$ cat src/rtl/if_stage_if.sv
// Fetch-stage bundle: instruction-memory request/response, redirect, and decode handshake.
// master = fetch stage, slave = memory / decode / branch-unit side.
interface if_stage_if;
    logic        imem_req;
    logic [31:0] imem_addr;
    logic [31:0] imem_rdata;
    logic        redirect_valid;
    logic [31:0] redirect_pc;
    logic        id_valid;
    logic        id_ready;
    logic [31:0] id_inst;
    logic [31:0] id_pc;
    logic [31:0] id_pc4;

    modport master (
        output imem_req, imem_addr, id_valid, id_inst, id_pc, id_pc4,
        input  imem_rdata, redirect_valid, redirect_pc, id_ready
    );

    modport slave (
        input  imem_req, imem_addr, id_valid, id_inst, id_pc, id_pc4,
        output imem_rdata, redirect_valid, redirect_pc, id_ready
    );
endinterface

$ cat src/rtl/if_stage.sv
// Generic synchronous FIFO with flush; head entry visible combinationally.
// Latency: one cycle from push to head visibility.
// Backpressure: caller must not push when full unless popping in the same cycle.
module fifo #(
    parameter int WIDTH = 32,
    parameter int DEPTH = 2,
    parameter int AW    = (DEPTH > 1) ? $clog2(DEPTH) : 1,
    parameter int CW    = $clog2(DEPTH + 1)
) (
    input  logic             clk,
    input  logic             rst_n,
    input  logic             i_flush,
    input  logic             i_push,
    input  logic [WIDTH-1:0] i_push_dat,
    input  logic             i_pop,
    output logic [WIDTH-1:0] o_head_dat,
    output logic [CW-1:0]    o_cnt
);
    logic [WIDTH-1:0] r_mem [DEPTH];
    logic [AW-1:0]    r_wptr;
    logic [AW-1:0]    r_rptr;
    logic [CW-1:0]    r_cnt;

    function automatic logic [AW-1:0] nxt(input logic [AW-1:0] p);
        return (p == AW'(DEPTH - 1)) ? '0 : p + 1'b1;
    endfunction

    always_ff @(posedge clk or negedge rst_n) begin
        if (!rst_n) begin
            r_wptr <= '0;
            r_rptr <= '0;
            r_cnt  <= '0;
        end else if (i_flush) begin
            r_wptr <= '0;
            r_rptr <= '0;
            r_cnt  <= '0;
        end else begin
            if (i_push) r_wptr <= nxt(r_wptr);
            if (i_pop)  r_rptr <= nxt(r_rptr);
            case ({i_push, i_pop})
                2'b10:   r_cnt <= r_cnt + 1'b1;
                2'b01:   r_cnt <= r_cnt - 1'b1;
                default: r_cnt <= r_cnt;
            endcase
        end
    end

    always_ff @(posedge clk) begin
        if (i_push && !i_flush) r_mem[r_wptr] <= i_push_dat;
    end

    assign o_head_dat = r_mem[r_rptr];
    assign o_cnt      = r_cnt;
endmodule

// Instruction fetch: issues word fetches, buffers returns in a 2-entry FIFO, flushes on redirect.
// Latency: first instruction reaches decode two cycles after its fetch is issued.
// Backpressure: stops issuing once buffered + in-flight words reach 2; nothing is ever dropped.
module if_stage #(
    parameter logic [31:0] RESET_PC = 32'h0000_0000
) (
    input  logic           clk,
    input  logic           rst_n,
    if_stage_if.master     bus
);
    typedef struct packed {
        logic [31:0] inst;
        logic [31:0] pc;
    } fetch_t;

    logic [31:0] r_pc;
    logic [31:0] r_inflight_pc;
    logic        r_inflight;

    logic [1:0]  w_cnt;
    logic [1:0]  w_occ;
    logic        w_req;
    logic        w_pop;
    logic        w_valid;
    fetch_t      w_head;
    fetch_t      w_push_dat;

    assign w_valid    = (w_cnt != 2'd0) && !bus.redirect_valid;
    assign w_pop      = w_valid && bus.id_ready;
    assign w_occ      = w_cnt + {1'b0, r_inflight};
    // A pop frees a slot this cycle, so issuing keeps the 1-per-cycle stream going.
    assign w_req      = !bus.redirect_valid && ((w_occ < 2'd2) || w_pop);
    assign w_push_dat = '{inst: bus.imem_rdata, pc: r_inflight_pc};

    fifo #(.WIDTH($bits(fetch_t)), .DEPTH(2)) u_fifo (
        .clk        (clk),
        .rst_n      (rst_n),
        .i_flush    (bus.redirect_valid),
        .i_push     (r_inflight),
        .i_push_dat (w_push_dat),
        .i_pop      (w_pop),
        .o_head_dat (w_head),
        .o_cnt      (w_cnt)
    );

    always_ff @(posedge clk or negedge rst_n) begin
        if (!rst_n) begin
            r_pc          <= RESET_PC;
            r_inflight    <= 1'b0;
            r_inflight_pc <= '0;
        end else begin
            r_inflight <= w_req;
            if (w_req) r_inflight_pc <= r_pc;
            if (bus.redirect_valid) r_pc <= bus.redirect_pc & ~32'h3;
            else if (w_req)         r_pc <= r_pc + 32'd4;
        end
    end

    // Internal state is frozen during reset; only the visible request needs masking.
    assign bus.imem_req  = w_req && rst_n;
    assign bus.imem_addr = r_pc;
    assign bus.id_valid  = w_valid;
    assign bus.id_inst   = w_head.inst;
    assign bus.id_pc     = w_head.pc;
    assign bus.id_pc4    = w_head.pc + 32'd4;
endmodule

$ cat src/flat_wrapper.sv
// flat-port wrapper written by rule: the top's interface ports become plain ports
module if_stage_flat 
#(
    parameter logic [31:0] RESET_PC = 32'h0000_0000
)
  (clk, rst_n, bus_imem_req, bus_imem_addr, bus_id_valid, bus_id_inst, bus_id_pc, bus_id_pc4, bus_imem_rdata, bus_redirect_valid, bus_redirect_pc, bus_id_ready);
  if_stage_if bus_i ();
  input  logic clk;
  input  logic rst_n;
  output wire logic [$bits(bus_i.imem_req)-1:0] bus_imem_req;
  output wire logic [$bits(bus_i.imem_addr)-1:0] bus_imem_addr;
  output wire logic [$bits(bus_i.id_valid)-1:0] bus_id_valid;
  output wire logic [$bits(bus_i.id_inst)-1:0] bus_id_inst;
  output wire logic [$bits(bus_i.id_pc)-1:0] bus_id_pc;
  output wire logic [$bits(bus_i.id_pc4)-1:0] bus_id_pc4;
  input wire logic [$bits(bus_i.imem_rdata)-1:0] bus_imem_rdata;
  input wire logic [$bits(bus_i.redirect_valid)-1:0] bus_redirect_valid;
  input wire logic [$bits(bus_i.redirect_pc)-1:0] bus_redirect_pc;
  input wire logic [$bits(bus_i.id_ready)-1:0] bus_id_ready;
  assign bus_imem_req = bus_i.imem_req;
  assign bus_imem_addr = bus_i.imem_addr;
  assign bus_id_valid = bus_i.id_valid;
  assign bus_id_inst = bus_i.id_inst;
  assign bus_id_pc = bus_i.id_pc;
  assign bus_id_pc4 = bus_i.id_pc4;
  assign bus_i.imem_rdata = bus_imem_rdata;
  assign bus_i.redirect_valid = bus_redirect_valid;
  assign bus_i.redirect_pc = bus_redirect_pc;
  assign bus_i.id_ready = bus_id_ready;
  if_stage #(.RESET_PC(RESET_PC)) u_core (.clk(clk), .rst_n(rst_n), .bus(bus_i));
endmodule
$ cat config.mk
export PLATFORM = sky130hd
export DESIGN_NAME = if_stage_flat
export DESIGN_NICKNAME = d
export VERILOG_FILES = /design/src/rtl/if_stage_if.sv /design/src/rtl/if_stage.sv /design/src/flat_wrapper.sv
export SDC_FILE = /design/constraint.sdc
export NUM_CORES = 1
export LEC_CHECK = 0
export BUFFER_PORTS_ARGS = -buffer_cell sky130_fd_sc_hd__buf_2
export CORE_MARGIN = 1
export CORE_UTILIZATION = 35
export CTS_CLUSTER_SIZE = 25
export DETAILED_ROUTE_END_ITERATION = 8
export PLACE_DENSITY = 0.64
export SETUP_SLACK_MARGIN = 0.15
export SLEW_MARGIN = 20
export SYNTH_ARGS = -nofsm -noshare
export SYNTH_HDL_FRONTEND = slang
export SYNTH_SLANG_ARGS = --single-unit
$ cat constraint.sdc
create_clock -name clk -period 11.6 [get_ports clk]
set_input_delay 1.16 -clock clk [delete_from_list [all_inputs] [get_ports clk]]
set_output_delay 1.16 -clock clk [all_outputs]
set_load 0.01 [all_outputs]
# After elaboration in Yosys (flattened, before gate mapping)
# Memory sizes are Yosys's and may differ from the RTL's.
# Cells that the tools add are included.
dict set report word_totals {
  ram_bits 128
  memories 1
  reg_bits 69
  wordCells 41
}
dict set report classes {
  reduce_logical 12
  add_sub_neg 7
  eq_ne 2
  n_lt_le_gt_ge 1
  muxes 12
}
# memory words word_bits rd rd_clocked_by_memory_dff write_ports line
set mem_list {}
lappend mem_list {u_core.u_fifo.r_mem 2 64 1 0 1 if_stage.sv:19} ;# logic [WIDTH-1:0] r_mem [DEPTH];
# cell n
set ops {}
lappend ops {{$add A32 B3 Y32 const B} 2}
lappend ops {{$mux W32} 2}
lappend ops {{$mux W1} 8}
lappend ops {{$reduce_bool A2 Y1} 4}
lappend ops {{$logic_and A1 B1 Y1} 5}
lappend ops {{$pmux W2 S2} 1}
lappend ops {{$reduce_bool A3 Y1} 1}
lappend ops {{$add A1 B1 Y1 const B} 2}
lappend ops {{$add A2 B1 Y2} 1}
lappend ops {{$add A2 B1 Y2 const B} 1}
lappend ops {{$eq A2 B1 Y1 const B} 1}
lappend ops {{$eq A2 B2 Y1 const B} 1}
lappend ops {{$lt A2 B2 Y1 const B} 1}
lappend ops {{$mux W2} 1}
lappend ops {{$sub A2 B1 Y2 const B} 1}
lappend ops {{$logic_not A1 Y1} 1}
lappend ops {{$logic_or A1 B1 Y1} 1}

# Longest topological paths before layout
# Gate-level depths: netlist of run 1.
dict set report logic_depth {
  depth_word 7
  ltp_mapped 13
  mapped_depth_nobuf 8
}

# By module
# A second synthesis of run 1 with hierarchy kept.
dict set report hier_totals {
  cells_unflattened 641
  hier_area_um2 8908.5
}
# mod cells_each seq_area_each_um2 instances area_per_inst_um2
set by_module_without_submodules {}
lappend by_module_without_submodules {fifo 218 3943.8 1 5028.6}
lappend by_module_without_submodules {if_stage 423 1526.5 1 3880.0}

# Worst setup path before layout of run 1
# OpenSTA, ideal clock, no wires.
dict set report synth_timing {
  kind {in2reg}
  start {input port bus_redirect_valid}
  end {memory u_core.u_fifo.r_mem[0][10] (netlist bit) (enable)}
  t_required_ns 11.029
  setup_slack_ns 4.898
  stages 3
  setup_time_ns 0.571
  arrival_ns 6.131
  path_cell_list {clkbuf_1 -> clkbuf_1 -> nor3b_1}
}
dict set report synth_between {
  elab_chain_len 4
}
# item line
set synth_rtl {}
lappend synth_rtl {{start: declaration} flat_wrapper.sv:17} ;# input wire logic [$bits(bus_i.redirect_valid)-1:0] bus_redirect_valid;
lappend synth_rtl {{$logic_not A1 Y1} if_stage.sv:49} ;# if (i_push && !i_flush) r_mem[r_wptr] <= i_push_dat;
lappend synth_rtl {{$logic_and A1 B1 Y1} if_stage.sv:49}
lappend synth_rtl {{$mux W1} if_stage.sv:49}
lappend synth_rtl {{$mux W1 (implied by the code)} if_stage.sv:49}
lappend synth_rtl {{end: declaration} if_stage.sv:19}
# Every way passes these cells.

# Final worst setup path of run 1
dict set report layout_timing {
  start {register u_core.u_fifo.r_rptr}
  end {output port bus_id_pc4[29]}
}
dict set report layout_between {
  elab_chain_len 2
}
# item line
set layout_rtl {}
lappend layout_rtl {{start: declaration} if_stage.sv:21} ;# logic [AW-1:0] r_rptr;
lappend layout_rtl {{start signal: assignment} if_stage.sv:39} ;# if (i_pop) r_rptr <= nxt(r_rptr);
lappend layout_rtl {{$mem_v2 Z2 W64} n/a}
lappend layout_rtl {{$add A32 B3 Y32} if_stage.sv:120} ;# assign bus.id_pc4 = w_head.pc + 32'd4;
lappend layout_rtl {{end: declaration} flat_wrapper.sv:15} ;# output wire logic [$bits(bus_i.id_pc4)-1:0] bus_id_pc4;
# Every way passes these cells.

==> out/summary.txt, run 1 <==
drt pass-1 iters -> 4
clock period minus final worst setup slack -> 4.93 ns
H-tree depth -> 4
critical-path cell with the highest stage delay -> buf_4
CTS Buf Count -> 17
sort of element at the start of the critical path -> flop
status -> complete, no violations
area of the mapped netlist -> 8370 um2
pin count of the biggest net entering global routing -> 71
required time of the critical path -> 10.44 ns
number of resized instances in the post-cts repair step -> 0
count of final setup violators -> 0
Total Power -> 0.00167 W
clock slew seen by the registers of the worst setup and hold paths -> 0.07 ns
site row count -> 56
per-cell via count in the routed design -> 4.73
ordered cell list for the critical path -> buf_4 -> mux2i_1 -> a21oi_1 -> nand4_1 -> nor3_1 -> xor2_1 -> buf_2
number of fill cells in the layout -> 2215
Crit Path Class -> flop to output pin
TritonCTS clock tree -> done
R2R setup slack -> 9.21 ns
die height -> 157 um
MaxCap Viol Count -> 0
wire length per cell -> 16.2 um
core area -> 23500 um2
endpoint class of the critical path -> output pin
f_max -> 0.203 GHz
highest-count cells in the layout ignoring fill and taps -> 189 x buf_2, 124 x edfxtp_1, 84 x mux2_2, 64 x dfrtp_1, 54 x nand2_1
number of cells produced by synthesis -> 615
leftover overflow at the end of global routing -> 0
number of buffers and inverters on the critical path -> 2
commonest non-fill, non-tap cell in the layout -> buf_2
clock latency on the worst-skew pair -> 0.42 ns
number of diodes added for antenna fixing -> 0
DRC -> 0
vias in the first global route -> 5211
endpoints failing hold -> 0
signal arrival time at the worst endpoint -> 3.77 ns
highest metal layer with signal wires -> met4
Final Skew -> 0.0143 ns
proportion of synthesized chip area in sequential cells -> 63.9%
critical-path maximum fanout -> 70
worst min-delay path category -> flop to flop
Unique masters post-synth -> 53
pwr/cell area -> 162 nW/um2
count of buffers inserted at the top-level ports -> 189
post-synthesis cell type with the largest combined area -> edfxtp_1
half-perimeter wire length after placement -> 12.9 mm
DRC violation total after the first TritonRoute iteration -> 341
remaining antenna violation count -> 0
Starting Density -> 35.7%
Fin Setup TNS -> 0 ns
mean area per synthesized cell -> 13.6 um2
antenna violations before repair -> 0
vias post-DR -> 5383
global-route wire length before repair -> 28.8 mm
Clock Root Buffer -> clkbuf_16
worst slew slack as a fraction of its limit -> 40.7%
max-slew violation count -> 0
Total Die Area -> 24500 um2
cell class contributing the biggest share of worst-path delay -> buffers and inverters
layout-stage area growth over the synthesis result -> 23.0%
final worst path period share -> 42.5%
slew of the pin with the lowest slew margin -> 0.890 ns
Overall Global Routing Usage -> 15.4%
ys async rst share -> 34.4%
postcts setup bufs -> 0
Lkg Pwr -> 3.98 nW
Yosys warning count -> 0
met1 wire length -> 9.28 mm
flops & latches, synth -> 189
wire length on met2 -> 8.22 mm
Synth top area share -> 44.5%
die width -> 157 um
fraction of final layout cells with drive strength greater than 1 -> 39.7%
Post-layout nets -> 875
prevailing post-synth register cell -> edfxtp_1
CTS hold repair buffers -> 0
number of enable flip-flop cells after synthesis -> 124
Sink Count -> 189
maximum VDD drop -> 90.2 uV
RSZ-0062 raised after global routing -> false
routed wire length -> 18.5 mm
Worst path max stage delay -> 0.73 ns
clk buf depth -> 2
routability congestion estimate -> 0.780
cell types with the largest area share after synthesis -> edfxtp_1 44%, dfrtp_1 19%, mux2_2 11%
count of pins on the block boundary -> 198
total length of routed met3 wires -> 809 um
## kinds of logic (layout without fill, tap and decap cells)
logic type	after synthesis	count (layout)	share of synthesized area, %
DFF	189	189	63.9
and+or+nand+nor	168	168	10.7
muxes	96	96	12.7
AOI/OAI and AO/OA	63	63	4.56
xor gates and xnor gates	52	52	5.44
buffers and inverters	44	242	2.38
adders and majority gates	2	2	0.299
other	1	6	0.0448
## per-layer routing
layer / track usage [%] / vias to the layer above
met1: 22.2 / 2579
met4: 3.87 / 0
met3: 3.27 / 8
met2: 23.5 / 151
met5: 0 / -
li1: - / 2645
## worst register-to-register path, delay by kind of cell (launching register included)
family / cells / cell delay (ns)
xor gates and xnor gates: 1 / 0.16
DFF: 1 / 0.45
and+or+nand+nor: 3 / 1.38
adders and majority gates: 1 / 0.20
AOI/OAI and AO/OA: 1 / 0.13
## cells in the mapped netlist (all sizes together), types with 2 or more instances
master,instances
a211oi,4
nand4,13
and2,4
nand3,23
a31oi,4
or3,2
and3,9
nand2b,3
nor2,17
a21boi,2
nand2,55
nor4,10
clkbuf,15
nand3b,4
inv,13
xor2,15
dfrtp,65
nand4b,5
ha,2
nor4b,2
and4,3
nor3b,3
o31ai,2
o21a,2
a22oi,2
edfxtp,124
mux2,84
a21oi,4
o21ai,35
nor3,10
xnor2,37
buf,16
mux2i,12
## worst paths after layout
check	cells past startpoint	startpoint	endpoint
setup / recovery	7	u_core.u_fifo.r_rptr	bus_id_pc4[29]
hold / removal	0	u_core.r_inflight_pc[13]	u_core.u_fifo.r_mem[0][13]
setup reg to reg	6	u_core.bus.imem_addr[3]	u_core.bus.imem_addr[20]
hold reg to reg	0	u_core.r_inflight_pc[13]	u_core.u_fifo.r_mem[0][13]
max in group asynchronous	2	rst_n	u_core.u_fifo.r_rptr
min in group asynchronous	2	rst_n	u_core.bus.imem_addr[26]
## through the flow
stage	util, %	setup slack [ns]	hold slack (ns)	std cells	instance area, um2
final	43.9	6.67	0.472	1137	10300
after floorplan	-	4.90	0.438	620	8390
after global placement	41.2	7.06	0.448	1105	9660
after global routing	43.9	6.34	0.488	1137	10300
after CTS	43.9	6.59	0.482	1137	10300
after detailed placement	41.2	7.05	0.463	1105	9660
## layout make-up
class                           instances  area (um2)  share of cell area [%]
Clock buffer                           18         439                    4.26
Clock inverter                         14         200                    1.94
Inverter                               13        48.8                   0.474
Multi-Input combinational cell        387        2850                    27.7
Sequential cell                       189        5350                    52.0
Tap cell                              319         399                    3.88
Timing Repair Buffer                  197        1010                    9.77
## where the power goes
| part | switching, W | total, W | internal (W) |
|---|---|---|---|
| clock network | 0.000257 | 0.000628 | 0.000371 |
| logic | 0.000116 | 0.000217 | 0.000101 |
| registers | 0.0000464 | 0.000829 | 0.000783 |
## flip-flops by register name, indices dropped and copies added (netlist names)
| signal | cells |
|---|---|
| u_core.u_fifo.r_rptr | 1 |
| u_core.r_inflight | 1 |
| u_core.r_inflight_pc | 30 |
| u_core.u_fifo.r_mem | 124 |
| u_core.u_fifo.r_wptr | 1 |
| u_core.u_fifo.o_cnt | 2 |
| u_core.bus.imem_addr | 30 |
Power figures use the tool's default switching activity.
==> run 2: changes to the inputs <==
clock period = 5.1 ns   (was 11.6 ns; I/O delays follow)
==> out/summary.txt, run 2 (synthesized netlist as in run 1, its figures left out) <==
status -> complete, no violations (unchanged)
number of diodes added for antenna fixing -> 0 (unchanged)
clk buf depth -> 2 (unchanged)
number of cells in the finished layout apart from fillers -> 1138 (was 1137)
Sw Ratio -> 26.2% (was 25.1%)
commonest non-fill, non-tap cell in the layout -> buf_2 (unchanged)
maximum VDD drop -> 201 uV (was 90.2 uV)
Total Die Area -> 24500 um2 (unchanged)
pin count of the biggest net entering global routing -> 67 (was 71)
endpoint class of the critical path -> output pin (unchanged)
DRC violation total after the first TritonRoute iteration -> 357 (was 341)
vias in the first global route -> 5223 (was 5211)
Starting Density -> 35.7% (unchanged)
Fin Setup TNS -> 0 ns (unchanged)
clock period minus final worst setup slack -> 3.99 ns
leftover overflow at the end of global routing -> 0 (unchanged)
startpoint of the most critical register-to-register path -> u_core.bus.imem_addr[2] (was u_core.bus.imem_addr[3])
proportion of power drawn by flip-flops and latches -> 50.8% (was 49.6%)
drt pass-1 iters -> 4 (unchanged)
R2R setup slack -> 2.69 ns (was 9.21 ns)
critical-path maximum fanout -> 61 (was 70)
number of cells in the design after placement -> 1106 (was 1105)
number of buffers and inverters on the critical path -> 1 (was 2)
startpoint of the most critical setup path -> u_core.u_fifo.r_rptr (unchanged)
worst min-delay path category -> primary input to async pin (was flop to flop)
worst slew slack as a fraction of its limit -> 41.3% (was 40.7%)
routability congestion estimate -> 0.777 (was 0.780)
signal arrival time at the worst endpoint -> 3.48 ns (was 3.77 ns)
ordered cell list for the critical path -> nand3_1 -> a222oi_1 -> nand4_1 -> nor3_1 -> xor2_1 -> buf_2 (was buf_4 -> mux2i_1 -> a21oi_1 -> nand4_1 -> nor3_1 -> xor2_1 -> buf_2)
endpoints failing hold -> 0 (unchanged)
Psw -> 0.000979 W (was 0.000419 W)
clock latency on the worst-skew pair -> 0.43 ns (was 0.42 ns)
count of pins on the block boundary -> 198 (unchanged)
cell internal pwr -> 0.00275 W (was 0.00125 W)
MaxCap Viol Count -> 0 (unchanged)
highest-count cells in the layout ignoring fill and taps -> 189 x buf_2, 124 x edfxtp_1, 84 x mux2_2, 64 x dfrtp_1, 54 x nand2_1 (unchanged)
critical-path cell with the highest stage delay -> dfrtp_4 (was buf_4)
pre-CTS setup slack -> 1.49 ns (was 7.05 ns)
Final Skew -> 0.0123 ns (was 0.0143 ns)
clock slew seen by the registers of the worst setup and hold paths -> 0.07 ns (about the same)
count of buffers inserted at the top-level ports -> 189 (unchanged)
Crit Path Class -> flop to output pin (unchanged)
count of final setup violators -> 0 (unchanged)
DRC -> 0 (unchanged)
register with the highest flop count -> u_core.u_fifo.r_mem (unchanged)
half-perimeter wire length after placement -> 12.9 mm (about the same)
worst hold slack -> 0.265 ns (was 0.472 ns)
cell class contributing the biggest share of worst-path delay -> simple AND/OR/NAND/NOR gates (was buffers and inverters)
global-route wire length before repair -> 28.8 mm (about the same)
H-tree depth -> 4 (unchanged)
CTS hold repair buffers -> 0 (unchanged)
Overall Global Routing Usage -> 15.5% (was 15.4%)
wire length per cell -> 16.1 um (was 16.2 um)
die width -> 157 um (unchanged)
Largest register FFs -> 124 (unchanged)
number of resized instances in the post-cts repair step -> 0 (unchanged)
Sink Count -> 189 (unchanged)
postcts setup bufs -> 0 (unchanged)
fraction of final layout cells with drive strength greater than 1 -> 39.8% (was 39.7%)
RSZ-0062 raised after global routing -> false (unchanged)
f_max -> 0.251 GHz
TritonCTS clock tree -> done (unchanged)
Post-layout nets -> 876 (was 875)
routed wire length -> 18.4 mm (was 18.5 mm)
fraction of power consumed by the clock network -> 36.2% (was 37.5%)
vias post-DR -> 5448 (was 5383)
remaining antenna violation count -> 0 (unchanged)
depth of the most critical reg-to-reg path -> 6 (unchanged)
max-slew violation count -> 0 (unchanged)
final worst path period share -> 78.3%
core area -> 23500 um2 (unchanged)
layout-stage area growth over the synthesis result -> 22.7% (was 23.0%)
CTS Buf Count -> 17 (unchanged)
pwr/cell area -> 363 nW/um2 (was 162 nW/um2)
required time of the critical path -> 4.59 ns (was 10.44 ns)
sort of element at the start of the critical path -> flop (unchanged)
Worst path max stage delay -> 0.93 ns (was 0.73 ns)
Lkg Pwr -> 3.97 nW (was 3.98 nW)
Finished Core Util -> 43.8% (was 43.9%)
antenna violations before repair -> 0 (unchanged)
Clock Root Buffer -> clkbuf_16 (unchanged)
slew of the pin with the lowest slew margin -> 0.880 ns (was 0.890 ns)
combinational group share of total power -> 13.0% (was 12.9%)
per-cell via count in the routed design -> 4.79 (was 4.73)
die height -> 157 um (unchanged)
site row count -> 56 (unchanged)
endpoint of the worst register-to-register path -> u_core.bus.imem_addr[20] (unchanged)
worst setup slack after layout -> 1.11 ns (was 6.67 ns)
==> run 2: final cells by class <==
| cell class | count | area (um2) |
|---|---|---|
| fillers | 2142 | 13200 |
| clock inverters | 15 | 178 |
| clock buffers | 17 | 425 |
| inverters | 13 | 48.8 |
| multi-input cells | 387 | 2860 |
| flip-flops and latches | 189 | 5350 |
| well taps | 319 | 399 |
| repair buffers | 198 | 1010 |
==> run 2: stage by stage <==
stage	instance area [um2]	power (W)
floorplan	8400	0.00219
global route	10300	0.00390
CTS	10300	0.00378
finish	10300	0.00373
detailed placement	9670	0.00242
global placement	9670	0.00241
==> run 2: how the worst max path moves through the flow <==
stage / end / slack (ns) / cells after the start
6_report: bus_id_pc4[29] / 1.11 / 6
5_1_grt: bus_id_pc4[29] / 0.81 / 6
4_1_cts: bus_id_pc4[29] / 1.01 / 6
3_5_place_dp: bus_id_pc4[29] / 1.49 / 6
3_3_place_gp: bus_id_pc4[29] / 1.50 / 6
2_1_floorplan: u_core.u_fifo.r_mem[0][10] / 1.25 / 3
==> run 2: power groups by stage <==
stage | combinational [W] | sequential [W] | clock [W]
final | 0.000485 | 0.00189 | 0.00135
after global routing | 0.000535 | 0.00191 | 0.00145
after CTS | 0.000494 | 0.00190 | 0.00139
after detailed placement | 0.000491 | 0.00193 | 0
after global placement | 0.000486 | 0.00192 | 0
after floorplan | 0.000308 | 0.00188 | 0
==> run 2: per-layer routing <==
layer	part of all wire, %	track usage [%]	vias up	routed length [um]
met2	44	23.5	147	8150
met3	5.4	3.30	17	989
met4	1.6	5.74	0	297
li1	-	-	2637	-
met1	49	21.6	2647	8930
met5	0	0	-	0
